[config.mk]
export PLATFORM = sky130hd
export DESIGN_NAME = vga_timing_gen_flat
export DESIGN_NICKNAME = d
export VERILOG_FILES = /design/src/rtl/vga_timing_pkg.sv /design/src/rtl/vga_timing_if.sv /design/src/rtl/vga_sync_delay.sv /design/src/rtl/vga_timing_gen.sv /design/src/flat_wrapper.sv
export SDC_FILE = /design/constraint.sdc
export NUM_CORES = 1
export LEC_CHECK = 0
export ABC_CLOCK_PERIOD_IN_PS = 2100
export CELL_PAD_IN_SITES_DETAIL_PLACEMENT = 0
export CELL_PAD_IN_SITES_GLOBAL_PLACEMENT = 2
export CORE_ASPECT_RATIO = 1.75
export CORE_UTILIZATION = 37
export DETAILED_ROUTE_END_ITERATION = 12
export PLACE_DENSITY = 0.75
export REMOVE_ABC_BUFFERS = 1
export SLEW_MARGIN = 15
export SYNTH_ARGS = -nofsm -noshare
export SYNTH_HDL_FRONTEND = slang
export SYNTH_HIERARCHICAL = 1
export SYNTH_SLANG_ARGS = --single-unit
[constraint.sdc]
create_clock -name pclk -period 2.1 [get_ports pclk]
set_input_delay 0.63 -clock pclk [delete_from_list [all_inputs] [get_ports pclk]]
set_output_delay 0.63 -clock pclk [all_outputs]
set_load 0.005 [all_outputs]
[src/rtl/vga_timing_pkg.sv]
// Shared defaults for 640x480@60 raster timing and the bundle type carried
// through the sync output delay line.
package vga_timing_pkg;

  localparam int CNT_W = 10;

  localparam int H_DISPLAY_DEF = 640;
  localparam int H_FRONT_DEF   = 16;
  localparam int H_SYNC_DEF    = 96;
  localparam int H_BACK_DEF    = 48;
  localparam int V_DISPLAY_DEF = 480;
  localparam int V_FRONT_DEF   = 10;
  localparam int V_SYNC_DEF    = 2;
  localparam int V_BACK_DEF    = 33;

  localparam int H_TOTAL      = H_DISPLAY_DEF + H_FRONT_DEF + H_SYNC_DEF + H_BACK_DEF;
  localparam int V_TOTAL      = V_DISPLAY_DEF + V_FRONT_DEF + V_SYNC_DEF + V_BACK_DEF;
  localparam int H_SYNC_START = H_DISPLAY_DEF + H_FRONT_DEF;
  localparam int H_SYNC_END   = H_SYNC_START + H_SYNC_DEF;
  localparam int V_SYNC_START = V_DISPLAY_DEF + V_FRONT_DEF;
  localparam int V_SYNC_END   = V_SYNC_START + V_SYNC_DEF;

  typedef struct packed {
    logic hsync;
    logic vsync;
    logic blank_n;
  } sync_bundle_t;

  // Syncs are active-low, so the idle bundle has both syncs high and blanking on.
  localparam sync_bundle_t SYNC_IDLE = '{hsync: 1'b1, vsync: 1'b1, blank_n: 1'b0};

endpackage

[src/rtl/vga_timing_if.sv]
// Raster timing outputs: pixel strobe, coordinates, frame marker and the
// delayed sync/blank signals driven towards the DAC.
interface vga_timing_if;
  import vga_timing_pkg::*;

  logic             pixel_tick;
  logic [CNT_W-1:0] current_x;
  logic [CNT_W-1:0] current_y;
  logic             video_on;
  logic             frame_start;
  logic             hsync_o;
  logic             vsync_o;
  logic             blank_n_o;

  modport master (
    output pixel_tick, current_x, current_y, video_on, frame_start,
           hsync_o, vsync_o, blank_n_o
  );

  modport slave (
    input  pixel_tick, current_x, current_y, video_on, frame_start,
           hsync_o, vsync_o, blank_n_o
  );

endinterface

[src/rtl/vga_sync_delay.sv]
// Shift register of sync bundles advanced on the pixel strobe, so sync edges
// reach the DAC aligned with pixel data returning from video RAM.
module vga_sync_delay
  import vga_timing_pkg::*;
#(
  parameter int DEPTH = 2
) (
  input  logic         clk,
  input  logic         rst_n,
  input  logic         shift_en,
  input  sync_bundle_t d,
  output sync_bundle_t q
);

  if (DEPTH == 0) begin : g_bypass
    logic unused_ctrl;
    assign unused_ctrl = ^{clk, rst_n, shift_en};
    assign q = d;
  end else begin : g_shift
    sync_bundle_t stages [DEPTH];

    always_ff @(posedge clk or negedge rst_n) begin
      if (!rst_n) begin
        // NOTE: every stage is reset rather than left as uninitialised storage,
        // otherwise stale contents could emit a spurious sync right after reset.
        for (int i = 0; i < DEPTH; i++) stages[i] <= SYNC_IDLE;
      end else if (shift_en) begin
        stages[0] <= d;
        for (int i = 1; i < DEPTH; i++) stages[i] <= stages[i-1];
      end
    end

    assign q = stages[DEPTH-1];
  end

endmodule

[src/rtl/vga_timing_gen.sv]
// VGA raster timing: pixel clock divider, h/v counters, registered coordinate
// stage and a programmable delay on the sync/blank outputs.
module vga_timing_gen
  import vga_timing_pkg::*;
#(
  parameter int CLK_DIV    = 2,
  parameter int H_DISPLAY  = H_DISPLAY_DEF,
  parameter int H_FRONT    = H_FRONT_DEF,
  parameter int H_SYNC     = H_SYNC_DEF,
  parameter int H_BACK     = H_BACK_DEF,
  parameter int V_DISPLAY  = V_DISPLAY_DEF,
  parameter int V_FRONT    = V_FRONT_DEF,
  parameter int V_SYNC     = V_SYNC_DEF,
  parameter int V_BACK     = V_BACK_DEF,
  parameter int PIPE_DELAY = 2
) (
  input  logic         pclk,
  input  logic         reset,
  vga_timing_if.master vga
);

  localparam int LINE_LEN    = H_DISPLAY + H_FRONT + H_SYNC + H_BACK;
  localparam int FRAME_LINES = V_DISPLAY + V_FRONT + V_SYNC + V_BACK;
  localparam int DIV_W       = (CLK_DIV > 1) ? $clog2(CLK_DIV) : 1;

  localparam logic [DIV_W-1:0] DIV_LAST = DIV_W'(CLK_DIV - 1);
  localparam logic [CNT_W-1:0] H_LAST   = CNT_W'(LINE_LEN - 1);
  localparam logic [CNT_W-1:0] V_LAST   = CNT_W'(FRAME_LINES - 1);
  localparam logic [CNT_W-1:0] H_VIS    = CNT_W'(H_DISPLAY);
  localparam logic [CNT_W-1:0] V_VIS    = CNT_W'(V_DISPLAY);
  localparam logic [CNT_W-1:0] HS_START = CNT_W'(H_DISPLAY + H_FRONT);
  localparam logic [CNT_W-1:0] HS_END   = CNT_W'(H_DISPLAY + H_FRONT + H_SYNC);
  localparam logic [CNT_W-1:0] VS_START = CNT_W'(V_DISPLAY + V_FRONT);
  localparam logic [CNT_W-1:0] VS_END   = CNT_W'(V_DISPLAY + V_FRONT + V_SYNC);

  logic [DIV_W-1:0] div;
  logic             pixel_tick;
  logic [CNT_W-1:0] h_cnt;
  logic [CNT_W-1:0] v_cnt;
  logic [CNT_W-1:0] current_x;
  logic [CNT_W-1:0] current_y;
  logic             frame_start;
  sync_bundle_t     sync_nxt;
  sync_bundle_t     sync_s;
  sync_bundle_t     sync_d;

  // pixel_tick is registered, so it lags the terminal divider count by one pclk.
  always_ff @(posedge pclk or negedge reset) begin
    if (!reset) begin
      div        <= '0;
      pixel_tick <= 1'b0;
    end else begin
      // NOTE: non-blocking assignments keep every register sampling pre-edge values.
      pixel_tick <= (div == DIV_LAST);
      div        <= (div == DIV_LAST) ? '0 : div + 1'b1;
    end
  end

  always_ff @(posedge pclk or negedge reset) begin
    if (!reset) begin
      h_cnt <= '0;
      v_cnt <= '0;
    end else if (pixel_tick) begin
      if (h_cnt == H_LAST) begin
        h_cnt <= '0;
        v_cnt <= (v_cnt == V_LAST) ? '0 : v_cnt + 1'b1;
      end else begin
        h_cnt <= h_cnt + 1'b1;
      end
    end
  end

  always_comb begin
    // NOTE: default assignment first so no path through this block infers a latch.
    sync_nxt         = SYNC_IDLE;
    sync_nxt.hsync   = !((h_cnt >= HS_START) && (h_cnt < HS_END));
    sync_nxt.vsync   = !((v_cnt >= VS_START) && (v_cnt < VS_END));
    sync_nxt.blank_n = (h_cnt < H_VIS) && (v_cnt < V_VIS);
  end

  // Stage 1 captures the pre-increment counts so coordinates and syncs stay aligned.
  always_ff @(posedge pclk or negedge reset) begin
    if (!reset) begin
      current_x   <= '0;
      current_y   <= '0;
      sync_s      <= SYNC_IDLE;
      frame_start <= 1'b0;
    end else begin
      frame_start <= pixel_tick && (h_cnt == '0) && (v_cnt == '0);
      if (pixel_tick) begin
        current_x <= h_cnt;
        current_y <= v_cnt;
        sync_s    <= sync_nxt;
      end
    end
  end

  vga_sync_delay #(
    .DEPTH (PIPE_DELAY)
  ) u_sync_delay (
    .clk      (pclk),
    .rst_n    (reset),
    .shift_en (pixel_tick),
    .d        (sync_s),
    .q        (sync_d)
  );

  assign vga.pixel_tick  = pixel_tick;
  assign vga.current_x   = current_x;
  assign vga.current_y   = current_y;
  assign vga.video_on    = sync_s.blank_n;
  assign vga.frame_start = frame_start;
  assign vga.hsync_o     = sync_d.hsync;
  assign vga.vsync_o     = sync_d.vsync;
  assign vga.blank_n_o   = sync_d.blank_n;

endmodule

[src/flat_wrapper.sv]
// flat-port wrapper written by rule: the top's interface ports become plain ports
module vga_timing_gen_flat import vga_timing_pkg::*;
#(
  parameter int CLK_DIV    = 2,
  parameter int H_DISPLAY  = H_DISPLAY_DEF,
  parameter int H_FRONT    = H_FRONT_DEF,
  parameter int H_SYNC     = H_SYNC_DEF,
  parameter int H_BACK     = H_BACK_DEF,
  parameter int V_DISPLAY  = V_DISPLAY_DEF,
  parameter int V_FRONT    = V_FRONT_DEF,
  parameter int V_SYNC     = V_SYNC_DEF,
  parameter int V_BACK     = V_BACK_DEF,
  parameter int PIPE_DELAY = 2
)
  (pclk, reset, vga_pixel_tick, vga_current_x, vga_current_y, vga_video_on, vga_frame_start, vga_hsync_o, vga_vsync_o, vga_blank_n_o);
  vga_timing_if vga_i ();
  input  logic pclk;
  input  logic reset;
  output wire logic [$bits(vga_i.pixel_tick)-1:0] vga_pixel_tick;
  output wire logic [$bits(vga_i.current_x)-1:0] vga_current_x;
  output wire logic [$bits(vga_i.current_y)-1:0] vga_current_y;
  output wire logic [$bits(vga_i.video_on)-1:0] vga_video_on;
  output wire logic [$bits(vga_i.frame_start)-1:0] vga_frame_start;
  output wire logic [$bits(vga_i.hsync_o)-1:0] vga_hsync_o;
  output wire logic [$bits(vga_i.vsync_o)-1:0] vga_vsync_o;
  output wire logic [$bits(vga_i.blank_n_o)-1:0] vga_blank_n_o;
  assign vga_pixel_tick = vga_i.pixel_tick;
  assign vga_current_x = vga_i.current_x;
  assign vga_current_y = vga_i.current_y;
  assign vga_video_on = vga_i.video_on;
  assign vga_frame_start = vga_i.frame_start;
  assign vga_hsync_o = vga_i.hsync_o;
  assign vga_vsync_o = vga_i.vsync_o;
  assign vga_blank_n_o = vga_i.blank_n_o;
  vga_timing_gen #(.CLK_DIV(CLK_DIV), .H_DISPLAY(H_DISPLAY), .H_FRONT(H_FRONT), .H_SYNC(H_SYNC), .H_BACK(H_BACK), .V_DISPLAY(V_DISPLAY), .V_FRONT(V_FRONT), .V_SYNC(V_SYNC), .V_BACK(V_BACK), .PIPE_DELAY(PIPE_DELAY)) u_core (.pclk(pclk), .reset(reset), .vga(vga_i));
endmodule
==> results.py, run 1 <==
metrics = {
    "layout": {
        "fin_util_pct": 46.1,
        "n_antenna_cell": 0,
        "drive_gt1_share_pct": 26.2,
        "fill_cells": 597,
        "layoutNonFillerInstCount": 309,
        "fin_nets": 235,
        "syn2layout_area_growth_pct": 19.9,
    },
    "routing": {
        "wl_met3_microns": 89,
        "wl_met1_microns": 2000,
        "vias_per_cell": 5.11,
        "drt_iter0_drc": 52,
        "via_count": 1580,
        "dr.pass1.iters": 4,
        "final_antenna_net_count": 0,
        "top_layer": "met4",
        "wl_microns": 4740,
        "wire_per_inst_microns": 15.3,
        "routed-wl-met2_microns": 2550,
        "drcViolationCount": 0,
    },
    "setup_path": {
        "end_kind": "output port",
        "worstPathMaxFanout": 2,
        "crit_chain": "clkdlybuf4s50_1",
        "critPathKind": "flop to output port",
        "path_buf_inv": 1,
        "crit_path_max_incr_delay_ps": 540,
        "path_delay_family": "flip-flops",
        "start_kind": "flop",
        "crit_required_ps": 1470,
        "slowest_stage": "dfstp_2",
        "r2r-start": "u_core/h_cnt[0]",
        "r2r_slack_ps": 150,
        "critPathArrivalTime_ps": 1330,
        "timing.reg2reg.worst_path_depth": 5,
        "r2r_end": "u_core/v_cnt[9]",
    },
    "placement": {
        "pre_cts_slack_ps": 133,
        "dp.cells": 301,
        "portBuffers": 27,
        "hpwlAfterDp_microns": 3370,
        "gp_congestion": 0.837,
    },
    "global_route": {
        "grt_pass1_vias": 1650,
        "grt_max_degree": 53,
        "antenna_found_initial": 0,
        "grt_usage_pct": 15.5,
        "grt_pass1_wl_microns": 8270,
        "grt_overflow": 0,
    },
    "synth": {
        "synth_top_cell_area_share_pct": 48.1,
        "synthTopCellsByArea": "dfrtp_1 (48%), mux2_2 (9.4%), dfstp_2 (6.6%), mux2_4 (3.8%), ha_1 (2.6%)",
        "synth_seq_cells": 52,
        "synth_cell_types": 41,
        "synth_edf_count": 0,
        "seq_area_frac_synth_pct": 54.7,
        "netlist_area_sq_mm": 0.00239,
        "avgSynthCellArea_sq_um": 12.0,
        "syn_inst": 199,
        "synth-async-reset-ratio_pct": 100,
        "synth-main-ff-cell": "dfrtp_1",
        "synth_top_area_cell": "dfrtp_1",
        "yosysWarningCount": 6,
    },
    "timing": {
        "finalMaxSlewViolations": 0,
        "relSlewSlack_pct": 69.9,
        "fin_crit_sh_pct": 93.2,
        "fin_crit_ps": 1960,
        "clock_skew_ps": 9.07,
        "finalHoldViolCount": 0,
        "worst_pin_slew_ps": 447,
        "fmax_mhz": 511,
        "setup_tns_ps": 0,
        "grt_setup_unrepaired": "false",
        "fin_ws_ps": 142,
        "setup_violations": 0,
    },
    "clock_tree": {
        "cts_root_buf": "clkbuf_8",
        "cts_tree": "done",
        "cts_hold_buf": 0,
        "numCtsBuffers": 5,
        "postCtsSetupRepairBufs": 0,
        "cts_max_level": 2,
        "clockBufferDepth": 2,
        "clk_pin_slew_ps": 100,
        "cts.sinks": 52,
        "worstSkewPairLatency_ps": 300,
    },
    "die": {
        "die_h_microns": 108,
        "rows": 38,
        "initial_core_util_pct": 38.4,
        "core_area_sq_mm": 0.00623,
        "die_x_microns": 62.8,
        "dieArea_sq_mm": 0.00681,
        "io_pins": 28,
    },
    "min_path": {
        "min_path_type": "primary input to asynchronous set/reset pin",
    },
    "job": {
        "drv_cap": 0,
    },
    "power_and_ir_drop": {
        "p_per_area_mw_per_mm2": 594,
        "total_power_mw": 1.71,
        "ir_drop_v": 0.000377,
        "leakage_nw": 1.22,
    },
    "outcome": {
        "status": "finished clean",
    },
}
per-stage QoR:
stage / hold WS [ps] / cell area, sq um
floorplan: 334 / 2300
global placement: 362 / 2760
detailed placement: 371 / 2760
CTS: 307 / 2870
global route: 318 / 2870
finish: 309 / 2870
where the power goes:
part | total [mW] | internal [mW] | switching, mW
clock | 0.680 | 0.353 | 0.327
combinational | 0.0243 | 0.00462 | 0.0197
sequential | 1.00 | 1.00 | 0
total | 1.71 | 1.36 | 0.347
registers in the layout, summed over array words and instances, names as in the netlist:
name,count
u_core/vga.frame_start,1
u_core/vga.pixel_tick,1
u_core/h_cnt,10
u_core/v_cnt,10
u_core/vga.current_x,10
u_core/div,1
u_core/u_sync_delay/q,3
u_core/u_sync_delay/g_shift.stages,3
u_core/vga.current_y,10
u_core/sync_s,2
u_core/vga.video_on,1
repair_timing:
| action | 4_1_cts | 5_1_grt |
|---|---|---|
| gates resized for setup | 0 | 1 |
| hold endpoints to repair | 0 | 0 |
| endpoints found under the setup margin | 0 | 1 |
routing by layer:
metal,vias to the layer above,GRT usage [%]
met5,-,0
met1,791,18.5
met4,0,5.98
met2,24,27.3
met3,8,2.95
li1,757,-
cells in the mapped netlist (2+ instances only):
| cell | n |
|---|---|
| inv_1 | 8 |
| or4_1 | 2 |
| dfrtp_1 | 46 |
| nand4_1 | 8 |
| xor2_1 | 6 |
| dfstp_2 | 6 |
| o21ai_0 | 11 |
| a21oi_1 | 5 |
| mux2_2 | 20 |
| and3_1 | 2 |
| nor3_1 | 3 |
| nor2_1 | 9 |
| xnor2_1 | 4 |
| buf_4 | 4 |
| buf_6 | 2 |
| ha_1 | 5 |
| clkbuf_1 | 4 |
| nand2b_1 | 2 |
| nand2_1 | 9 |
| nand3_1 | 10 |
| nor4_1 | 5 |
| mux2_4 | 6 |
| buf_1 | 2 |
| buf_2 | 2 |
| nor4b_1 | 2 |
layout make-up:
type	instances	area, sq um	share of cell area, %
flip-flops and latches	52	1310	45.7
multi-input cells	124	965	33.6
repair buffers	37	353	12.3
well taps	80	100	3.49
clock buffers	5	68.8	2.40
clock inverters	3	42.5	1.48
inverters	8	30.0	1.05
worst max-delay path by stage:
stage	startpoint	end	slack, ps	cells after the start
global placement	u_core/h_cnt[0]	u_core/v_cnt[9]	180	5
global route	u_core/h_cnt[1]	u_core/v_cnt[9]	40	5
CTS	u_core/u_sync_delay/q[2]	vga_hsync_o	120	1
floorplan	u_core/vga.pixel_tick	u_core/v_cnt[9]	-450	4
finish	u_core/u_sync_delay/q[2]	vga_hsync_o	140	1
detailed placement	u_core/h_cnt[0]	u_core/v_cnt[9]	130	5
kinds of logic after synthesis:
group	count (synthesis)	share of synthesized area, %
muxes	27	13.6
and+or+nand+nor	62	15.9
xor gates and xnor gates	10	3.66
adders and majority gates	5	2.61
buffers and inverters	23	5.02
AOI/OAI and AO/OA	20	4.50
DFF	52	54.7
cell usage in the layout, fill, tap and decap left out, drive strengths merged, types with 4 or more instances in the layout:
| master | n |
|---|---|
| buf | 11 |
| nand4 | 9 |
| nand2 | 9 |
| xor2 | 6 |
| a21oi | 5 |
| mux2 | 26 |
| inv | 8 |
| o21ai | 12 |
| ha | 5 |
| nand3 | 10 |
| clkdlybuf4s50 | 26 |
| clkbuf | 5 |
| xnor2 | 4 |
| dfrtp | 46 |
| nor2 | 9 |
| dfstp | 6 |
| nor4 | 6 |
No activity file was read; power rests on OpenSTA's default activity.
==> run 2, diff against run 1 <==
CORE_MARGIN = 2   (was unset)
PLACE_DENSITY = 0.79   (was 0.75)
==> results.py, run 2 (synthesis gave the netlist of run 1 again) <==
metrics = {
    "timing": {
        "clock_skew_ps": 7.15,
        "finalHoldViolCount": 0,
        "fmax_mhz": 510,
        "setup_violations": 0,
        "grt_setup_unrepaired": "false",
        "relSlewSlack_pct": 66.1,
        "holdWs_ps": 295,
        "fin_ws_ps": 139,
        "fin_crit_sh_pct": 93.4,
        "finalMaxSlewViolations": 0,
        "fin_crit_ps": 1960,
        "worst_pin_slew_ps": 508,
    },
    "layout": {
        "drive_gt1_share_pct": 27.0,
        "layout_common_cells": "dfrtp_1 (45), clkdlybuf4s50_1 (26), mux2_2 (20), buf_4 (13), o21ai_0 (11)",
        "layout_commonest_cell": "dfrtp_1",
        "n_antenna_cell": 0,
        "multiInputGateArea_sq_um": 965,
        "design_area_sq_mm": 0.00291,
        "fin_util_pct": 46.8,
        "syn2layout_area_growth_pct": 21.7,
        "fin_nets": 239,
        "seq_area_sq_mm": 0.00131,
        "fill_cells": 597,
    },
    "routing": {
        "via_count": 1580,
        "wl_microns": 4620,
        "drt_iter0_drc": 60,
        "vias_per_cell": 5.05,
        "final_antenna_net_count": 0,
        "drcViolationCount": 0,
        "wire_per_inst_microns": 14.8,
        "dr.pass1.iters": 4,
    },
    "clock_tree": {
        "cts_root_buf": "clkbuf_8",
        "cts.sinks": 52,
        "cts_max_level": 2,
        "numCtsBuffers": 5,
        "worstSkewPairLatency_ps": 300,
        "cts_resized": 0,
        "cts_hold_buf": 0,
        "clockBufferDepth": 2,
        "clk_pin_slew_ps": 90,
        "cts_tree": "done",
        "postCtsSetupRepairBufs": 0,
    },
    "die": {
        "io_pins": 28,
        "rows": 38,
        "core_area_sq_mm": 0.00623,
        "die_h_microns": 110,
        "die_x_microns": 64.8,
        "initial_core_util_pct": 38.4,
        "dieArea_sq_mm": 0.00715,
    },
    "setup_path": {
        "path_delay_family": "flip-flops",
        "slowest_stage": "dfstp_2",
        "start_kind": "flop",
        "crit_chain": "clkdlybuf4s50_1",
        "r2r_slack_ps": 140,
        "critPathKind": "flop to output port",
        "timing.reg2reg.worst_path_depth": 5,
        "end_kind": "output port",
        "crit_required_ps": 1470,
        "r2r-start": "u_core/h_cnt[0]",
        "crit_cells": 1,
        "crit_path_max_incr_delay_ps": 540,
        "critPathArrivalTime_ps": 1330,
        "endpoint": "vga_vsync_o",
        "r2r_end": "u_core/v_cnt[9]",
        "crit_start": "u_core/u_sync_delay/q[1]",
        "path_buf_inv": 1,
        "worstPathMaxFanout": 2,
    },
    "global_route": {
        "antenna_found_initial": 0,
        "grt_usage_pct": 14.1,
        "grt_pass1_wl_microns": 7910,
        "grt_overflow": 0,
        "grt_max_degree": 53,
        "grt_pass1_vias": 1598,
    },
    "min_path": {
        "min_path_type": "primary input to asynchronous set/reset pin",
    },
    "placement": {
        "hpwlAfterDp_microns": 3270,
        "portBuffers": 27,
        "dpl_cell_area_sq_mm": 0.00279,
        "gp_congestion": 0.801,
        "pre_cts_slack_ps": 154,
    },
    "outcome": {
        "status": "finished clean",
    },
    "power_and_ir_drop": {
        "p_per_area_mw_per_mm2": 607,
        "ir_drop_v": 0.000431,
        "leakage_nw": 1.25,
    },
    "job": {
        "drv_cap": 0,
    },
}
-- run 2: cell types whose count changed in the layout (fill, tap and decap cells not counted), sizes merged --
cell and change:
buf +4, clkinv -1, clkbuf +2, clkinvlp -1
-- run 2: layer usage --
| metal | GRT usage, % | part of all wire [%] | vias up |
|---|---|---|---|
| met1 | 15.9 | 39 | 785 |
| met2 | 25.7 | 56 | 21 |
| met3 | 1.83 | 2.0 | 5 |
| li1 | - | - | 769 |
| met4 | 5.96 | 2.1 | 0 |
| met5 | 0 | 0 | - |
-- run 2: worst reg2reg max path: stages (launching register included) --
cell and delay (ps):
dfrtp_1 430, ha_1 260, nand4_4 110, or4_4 500, or4_1 520, o21ai_1 80
-- run 2: report_power, final --
part           leakage (nW)  total, mW  internal [mW]  switching [mW]
sequential            0.653       1.00           1.00               0
combinational         0.537     0.0238        0.00462          0.0192
clock                0.0645      0.744          0.421           0.324
-- run 2: how the worst min path moves through the flow --
stage,depth (start not counted),endpoint,slack [ps],startpoint
6_report,2,u_core/vga.current_y[0],290,reset
5_1_grt,2,u_core/vga.current_y[1],310,reset
4_1_cts,2,u_core/vga.current_y[0],310,reset
3_5_place_dp,0,u_core/vga.pixel_tick,370,u_core/div
3_3_place_gp,0,u_core/vga.pixel_tick,360,u_core/div
2_1_floorplan,0,u_core/div,330,reset
-- run 2: cell type report --
cell class	instances	area share [%]
clock inverter	1	1.03
tap	80	3.43
clock buffer	7	3.31
timing repair buffer	41	13.1
inverter	8	1.03
multi-input combinational	124	33.1
sequential	52	45.0
-- run 2: stage by stage --
| stage | TNS [ps] | power (mW) | instances |
|---|---|---|---|
| 4_1_cts | 0 | 1.80 | 313 |
| 5_1_grt | 0 | 1.85 | 313 |
| 3_3_place_gp | 0 | 1.05 | 305 |
| 6_report | 0 | 1.77 | 313 |
| 2_1_floorplan | -2130 | 1.02 | 184 |
| 3_5_place_dp | 0 | 1.05 | 305 |
